### config.mk
export PLATFORM = sky130hd
export DESIGN_NAME = mem_arbiter
export DESIGN_NICKNAME = d
export VERILOG_FILES = /design/src/rtl/mem_arbiter.sv
export SDC_FILE = /design/constraint.sdc
export NUM_CORES = 1
export LEC_CHECK = 0
export ABC_AREA = 0
export CORE_MARGIN = 1.5
export CORE_UTILIZATION = 37
export CTS_CLUSTER_DIAMETER = 50
export CTS_CLUSTER_SIZE = 16
export DETAILED_ROUTE_END_ITERATION = 10
export GPL_ROUTABILITY_DRIVEN = 0
export PLACE_DENSITY_LB_ADDON = 0.05
export SETUP_SLACK_MARGIN = 0.1
export SYNTH_ARGS = -nofsm -noshare
export SYNTH_HDL_FRONTEND = slang
export SYNTH_SLANG_ARGS = --single-unit
export TNS_END_PERCENT = 1
### constraint.sdc
create_clock -name clk -period 1.8 [get_ports clk]
set_input_delay 0.36 -clock clk [delete_from_list [all_inputs] [get_ports clk]]
set_output_delay 0.36 -clock clk [all_outputs]
set_load 0.01 [all_outputs]
### src/rtl/mem_arbiter.sv
// ---------------------------------------------------------------------------
// mem_arbiter
//   Two-requester arbiter (instruction fetch, load/store) in front of a single
//   downstream memory controller. One transaction is in flight at a time:
//     IDLE -> IF_BUSY / LS_BUSY -> COOL -> IDLE
//   Load/store wins a same-cycle tie. A flushed fetch still completes
//   downstream, but its if_done pulse is swallowed.
//
//   Optional build macro: MEM_ARB_STARVE_GUARD_EN
//     When defined, a counter of load/store grants made while a fetch waits
//     forces a fetch grant once it reaches STARVE_LIMIT.
//
// Ports
//   clk, rst                 clock, asynchronous active-low reset
//   if_req/if_addr/flush     fetch request side (flush kills the fetch result)
//   if_done/if_inst/if_done_addr   fetch completion (one-cycle pulse)
//   ls_req/ls_we/ls_addr/ls_wdata/ls_len/ls_signed   load/store request side
//   ls_done/ls_rdata         load/store completion (one-cycle pulse)
//   ctrl_if_req/ctrl_load/ctrl_save   downstream command levels
//   ctrl_addr/ctrl_wdata/ctrl_len/ctrl_signed   downstream operands
//   ctrl_inst_flag/ctrl_inst/ctrl_done/ctrl_data   downstream completions
//   dbg_state                current FSM state (IDLE=0 IF_BUSY=1 LS_BUSY=2 COOL=3)
//
// Handshake: a requester raises *_req and holds it until its *_done pulse.
// A command level stays high from grant until the cycle the downstream
// completion is sampled; operands are frozen for that whole window.
// ---------------------------------------------------------------------------
module mem_arbiter #(
   parameter int STARVE_LIMIT = 4,
   parameter int ADDR_W       = 32
) (
   input  logic              clk,
   input  logic              rst,
   input  logic              if_req,
   input  logic [ADDR_W-1:0] if_addr,
   input  logic              flush,
   output logic              if_done,
   output logic [31:0]       if_inst,
   output logic [ADDR_W-1:0] if_done_addr,
   input  logic              ls_req,
   input  logic              ls_we,
   input  logic [ADDR_W-1:0] ls_addr,
   input  logic [31:0]       ls_wdata,
   input  logic [2:0]        ls_len,
   input  logic              ls_signed,
   output logic              ls_done,
   output logic [31:0]       ls_rdata,
   output logic              ctrl_if_req,
   output logic              ctrl_load,
   output logic              ctrl_save,
   output logic [ADDR_W-1:0] ctrl_addr,
   output logic [31:0]       ctrl_wdata,
   output logic [2:0]        ctrl_len,
   output logic              ctrl_signed,
   input  logic              ctrl_inst_flag,
   input  logic              ctrl_done,
   input  logic [31:0]       ctrl_inst,
   input  logic [31:0]       ctrl_data,
   output logic [1:0]        dbg_state
);

   localparam logic [1:0] IDLE    = 2'd0;
   localparam logic [1:0] IF_BUSY = 2'd1;
   localparam logic [1:0] LS_BUSY = 2'd2;
   localparam logic [1:0] COOL    = 2'd3;

   logic [1:0]        r_state;
   logic              r_kill;
   logic              r_if_done;
   logic [31:0]       r_if_inst;
   logic [ADDR_W-1:0] r_if_done_addr;
   logic              r_ls_done;
   logic [31:0]       r_ls_rdata;
   logic              r_ctrl_if_req;
   logic              r_ctrl_load;
   logic              r_ctrl_save;
   logic [ADDR_W-1:0] r_ctrl_addr;
   logic [31:0]       r_ctrl_wdata;
   logic [2:0]        r_ctrl_len;
   logic              r_ctrl_signed;

   logic              w_grant_if;
   logic              w_grant_ls;
   logic [2:0]        w_len_fix;

   // Only 1, 2 and 4 byte accesses exist downstream; anything else is a word.
   assign w_len_fix = (ls_len == 3'd1 || ls_len == 3'd2 || ls_len == 3'd4) ? ls_len : 3'd4;

`ifdef MEM_ARB_STARVE_GUARD_EN
   localparam int              CNT_W   = $clog2(STARVE_LIMIT + 2);
   localparam logic [CNT_W-1:0] LIMIT_C = CNT_W'(STARVE_LIMIT);

   logic [CNT_W-1:0] r_starve_cnt;
   logic             w_starved;

   assign w_starved  = (r_starve_cnt == LIMIT_C);
   assign w_grant_if = if_req && (!ls_req || w_starved);

   // Counts load/store grants that overtook a waiting fetch. It cannot pass
   // the limit: at the limit a waiting fetch is always the winner.
   always_ff @(posedge clk or negedge rst) begin
      if (!rst) begin
         r_starve_cnt <= '0;
      end else if (r_state == IDLE) begin
         if (w_grant_if)
            r_starve_cnt <= '0;
         else if (w_grant_ls && if_req)
            r_starve_cnt <= r_starve_cnt + CNT_W'(1);
      end
   end
`else
   assign w_grant_if = if_req && !ls_req;
`endif

   assign w_grant_ls = ls_req && !w_grant_if;

   always_ff @(posedge clk or negedge rst) begin
      if (!rst) begin
         r_state        <= IDLE;
         r_kill         <= 1'b0;
         r_if_done      <= 1'b0;
         r_if_inst      <= '0;
         r_if_done_addr <= '0;
         r_ls_done      <= 1'b0;
         r_ls_rdata     <= '0;
         r_ctrl_if_req  <= 1'b0;
         r_ctrl_load    <= 1'b0;
         r_ctrl_save    <= 1'b0;
         r_ctrl_addr    <= '0;
         r_ctrl_wdata   <= '0;
         r_ctrl_len     <= '0;
         r_ctrl_signed  <= 1'b0;
      end else begin
         r_if_done <= 1'b0;
         r_ls_done <= 1'b0;
         case (r_state)
            IDLE: begin
               if (w_grant_ls) begin
                  r_state       <= LS_BUSY;
                  r_ctrl_load   <= !ls_we;
                  r_ctrl_save   <= ls_we;
                  r_ctrl_addr   <= ls_addr;
                  r_ctrl_wdata  <= ls_wdata;
                  r_ctrl_len    <= w_len_fix;
                  r_ctrl_signed <= ls_signed;
               end else if (w_grant_if) begin
                  r_state       <= IF_BUSY;
                  r_ctrl_if_req <= 1'b1;
                  r_ctrl_addr   <= if_addr;
                  r_ctrl_wdata  <= '0;
                  r_ctrl_len    <= 3'd4;
                  r_ctrl_signed <= 1'b0;
                  // A redirect in the grant cycle already makes this fetch stale.
                  r_kill        <= flush;
               end
            end
            IF_BUSY: begin
               if (ctrl_inst_flag) begin
                  r_state       <= COOL;
                  r_ctrl_if_req <= 1'b0;
                  r_kill        <= 1'b0;
                  // Flush arriving together with the completion also kills it.
                  if (!(r_kill || flush)) begin
                     r_if_done      <= 1'b1;
                     r_if_inst      <= ctrl_inst;
                     r_if_done_addr <= r_ctrl_addr;
                  end
               end else if (flush) begin
                  r_kill <= 1'b1;
               end
            end
            LS_BUSY: begin
               if (ctrl_done) begin
                  r_state     <= COOL;
                  r_ctrl_load <= 1'b0;
                  r_ctrl_save <= 1'b0;
                  r_ls_done   <= 1'b1;
                  r_ls_rdata  <= ctrl_data;
               end
            end
            // One quiet cycle so a fresh command never overlaps a lingering
            // downstream done.
            COOL:    r_state <= IDLE;
            default: r_state <= IDLE;
         endcase
      end
   end

   assign if_done      = r_if_done;
   assign if_inst      = r_if_inst;
   assign if_done_addr = r_if_done_addr;
   assign ls_done      = r_ls_done;
   assign ls_rdata     = r_ls_rdata;
   assign ctrl_if_req  = r_ctrl_if_req;
   assign ctrl_load    = r_ctrl_load;
   assign ctrl_save    = r_ctrl_save;
   assign ctrl_addr    = r_ctrl_addr;
   assign ctrl_wdata   = r_ctrl_wdata;
   assign ctrl_len     = r_ctrl_len;
   assign ctrl_signed  = r_ctrl_signed;
   assign dbg_state    = r_state;

endmodule
==> reports/qor.txt <==
Crit Path Category: flop to primary output
kind of cell adding the most delay to the critical path: buffers and inverters
WP data arrival: 1.32 ns
WL per Instance: 17.9 µm
Pwr per Cell Area: 1650 mW/mm²
I/O Buffers: 342
H-tree levels: 4
Global Route Usage Sum: 0.198
antenna violations before repair: 0
final hold violations: 0
Peak VDD IR: 0.735 mV
Layout Skew: 0.00566 ns
Num CTS Buffers: 17
post-synth cell types: 34
Power Total: 0.0187 W
core footprint: 0.0186 mm²
mux contribution to synthesized area: 0.231
crit-path cells: clkdlybuf4s50_1
R2R Path Start: dbg_state[1]$_DFFE_PN0P_
Compound-Gate Fraction of Synth Area: 0.0807
Critical Path Start Type: flop
largest family of logic cells by synthesized area: multiplexers
CP endpoint kind: primary output
Final #Nets: 1013
Ant. Diodes: 0
Die ar.: 0.0198 mm²
worst hold slack: 0.358 ns
part of the Yosys area used for sequential elements: 0.614
outcome: finished clean
path depth of the worst reg2reg path: 7
vias: 5187
vias in the first global route: 5412
maximum root-to-sink buffer count: 2
worst hold start: ls_req
Worst slew margin: 0.640
post-route ant nets: 0
Mapped Nets: 648
worst path required time: 1.44 ns
first-pass GRT wire length: 30000 µm
HP Class: primary input to flop
drt first pass iters: 4
Post-Syn Area: 0.00701 mm²
Post-Route WL: 19500 µm
Simple-Gate Fraction of Synth Area: 0.0321
final worst path period share: 0.935
Die Wd: 141 µm
Tmin final: 1.68 ns
slack of the critical path: 0.116 ns
Setup Viol. Count Final: 0
Max Cap Viol: 0
actual slew at the worst max-slew pin: 0.539 ns
critical path fanouts, max: 2
r2r setup slk: 0.14 ns
Crit Reg-Reg Endpoint: if_inst[16]$_DFFE_PN0P_
worst skew pair latency: 0.42 ns
clock tree sinks: 172
Die Y: 141 µm
total congestion overflow: 0
Leak: 5.38 nW
Post-Synth XOR/XNOR Area: 0.00125
Starting Density: 0.376
Synth Register Bits: 172
CTS root buffer: clkbuf_16
I/O Pins: 343
RSZ-0062 raised after global routing: true
Slowest Stage Delay on Critical Path: 0.54 ns
Area Growth Syn to Fin: 62.1%
Highest Clock Rate: 594 MHz
clk slew on worst S/H paths: 0.07 ns
instance count on the critical path: 1
TritonCTS clock tree: done
Syn Area/Cell: 14.8 µm²
Min-Delay Endpoint: ctrl_len[0]$_DFFE_PN0P_
DR iter-0 viols: 207
hold-critical path depth: 3
Adder-Cell Fraction of Synth Area: 0.00536
Buffers & Inverters on Critical Path: 1
post-layout util: 0.609
Row Count: 50
YS warnings: 0
DR DRC count: 0
Vias/cell: 4.78
largest net degree at the start of global routing: 53
CP max stage cell: clkdlybuf4s50_1
Max Transition Viols Final: 0
pre-CTS WS: -0.161 ns
dpl hpwl: 14900 µm
share of layout cells above drive strength 1: 0.197
Syn Inst Count: 473
cell families (layout without fill, tap and decap cells):
family | after synthesis | in the layout
flip-flops | 172 | 172
multiplexers | 131 | 131
AO/OA/AOI/OAI | 81 | 81
AND/OR/NAND/NOR | 49 | 49
buffers and inverters | 36 | 414
adder cells (fa/ha/maj) | 3 | 3
XOR/XNOR | 1 | 1
registers in the layout, indices dropped and copies added, names as in the netlist, 2 cells and up:
name,flops
ctrl_addr,32
if_done_addr,32
ctrl_len,3
ls_rdata,32
ctrl_wdata,32
dbg_state,2
if_inst,32
worst min-delay path: stages:
cell	delay, ns
buf_2	0.15
nand2_1	0.14
o41ai_1	0.08
cell type report:
class | count | area (µm²)
clock inverters | 12 | 115
fillers | 1555 | 7290
clock buffers | 20 | 447
multi-input cells | 265 | 2470
inverters | 7 | 26.3
repair buffers | 375 | 3700
well taps | 234 | 293
flip-flops and latches | 172 | 4300
synthesized netlist by cell type:
| cell | instances | area [µm²] |
|---|---|---|
| nor2b_1 | 1 | 6.26 |
| mux2i_1 | 34 | 340 |
| dfrtp_1 | 172 | 4300 |
| ha_1 | 3 | 37.5 |
| o41ai_1 | 1 | 8.76 |
| a32oi_1 | 1 | 8.76 |
| mux2_2 | 48 | 541 |
| nand2_1 | 35 | 131 |
| and2_1 | 1 | 6.26 |
| nand2b_1 | 3 | 18.8 |
| buf_6 | 1 | 11.3 |
| mux2_4 | 49 | 736 |
| buf_4 | 3 | 22.5 |
| nor2_1 | 2 | 7.51 |
| or2b_1 | 1 | 7.51 |
| a21oi_1 | 2 | 10.0 |
| nand2_2 | 1 | 6.26 |
| clkbuf_4 | 1 | 7.51 |
| inv_1 | 7 | 26.3 |
| o22ai_1 | 1 | 6.26 |
| buf_2 | 9 | 45.0 |
| nor3_4 | 1 | 16.3 |
| o21ai_1 | 3 | 15.0 |
| a211oi_1 | 1 | 7.51 |
| nand3_1 | 1 | 5.00 |
| o21ai_0 | 33 | 165 |
| xor2_1 | 1 | 8.76 |
| nand3b_1 | 1 | 7.51 |
| buf_12 | 5 | 100 |
| o21ai_2 | 1 | 8.76 |
| a32o_1 | 2 | 20.0 |
| a22o_1 | 36 | 315 |
| or2_2 | 2 | 12.5 |
| clkbuf_1 | 10 | 37.5 |
per-stage QoR:
stage	instance area (µm²)	setup TNS (ns)	instances
2_1_floorplan	7010	0	473
3_3_place_gp	10900	-5.29	1047
3_5_place_dp	10900	-6.41	1047
4_1_cts	11300	0	1080
5_1_grt	11400	0	1085
6_report	11400	0	1085
cell usage in the layout, fill, tap and decap left out, types with 2 or more instances in the layout:
| cell | count |
|---|---|
| clkdlybuf4s50_1 | 224 |
| a22o_1 | 36 |
| nand2_1 | 35 |
| ha_1 | 2 |
| a21oi_1 | 2 |
| inv_6 | 3 |
| o21ai_0 | 33 |
| mux2_4 | 49 |
| mux2i_1 | 34 |
| dlygate4sd2_1 | 115 |
| dfrtp_1 | 172 |
| clkbuf_1 | 2 |
| clkbuf_16 | 17 |
| nand2b_1 | 3 |
| nor2_1 | 2 |
| or2_2 | 2 |
| a32o_1 | 2 |
| clkinv_2 | 2 |
| clkinvlp_4 | 3 |
| buf_4 | 19 |
| clkinv_4 | 3 |
| buf_12 | 12 |
| o21ai_1 | 3 |
| mux2_2 | 48 |
| inv_1 | 6 |
where the power goes:
group / switching, W / internal (W) / total [W] / leakage [nW]
combinational: 0.00344 / 0.00483 / 0.00826 / 2.99
clock: 0.00153 / 0.00196 / 0.00349 / 0.267
sequential: 0.00114 / 0.00579 / 0.00694 / 2.13
metal layers:
metal | global-route usage | routed length [µm] | up-vias
li1 | - | - | 2415
met1 | 0.235 | 7810 | 2534
met3 | 0.0659 | 1580 | 29
met5 | 0 | 0 | -
met4 | 0.0718 | 404 | 0
met2 | 0.334 | 9670 | 209
worst max path at each step:
stage / startpoint / end / slack, ns
after global placement: ctrl_inst_flag / if_inst[15]$_DFFE_PN0P_ / -0.13
final: ctrl_wdata[23]$_DFFE_PN0P_ / ctrl_wdata[23] / 0.12
after detailed placement: ctrl_inst_flag / if_inst[28]$_DFFE_PN0P_ / -0.16
after floorplan: dbg_state[1]$_DFFE_PN0P_ / if_done_addr[13]$_DFFE_PN0P_ / 0.11
after global routing: dbg_state[0]$_DFFE_PN0P_ / ctrl_wdata[23]$_DFFE_PN0P_ / 0.06
after CTS: if_inst[2]$_DFFE_PN0P_ / if_inst[2] / 0.10
repair_timing:
item                                   CTS  global route
setup buffers                            0             5
endpoints found under the hold margin   44             0
hold buffers                             1             0
resized for setup                      119             1
setup endpoints to repair              168           133
Power figures use the tool's default switching activity.
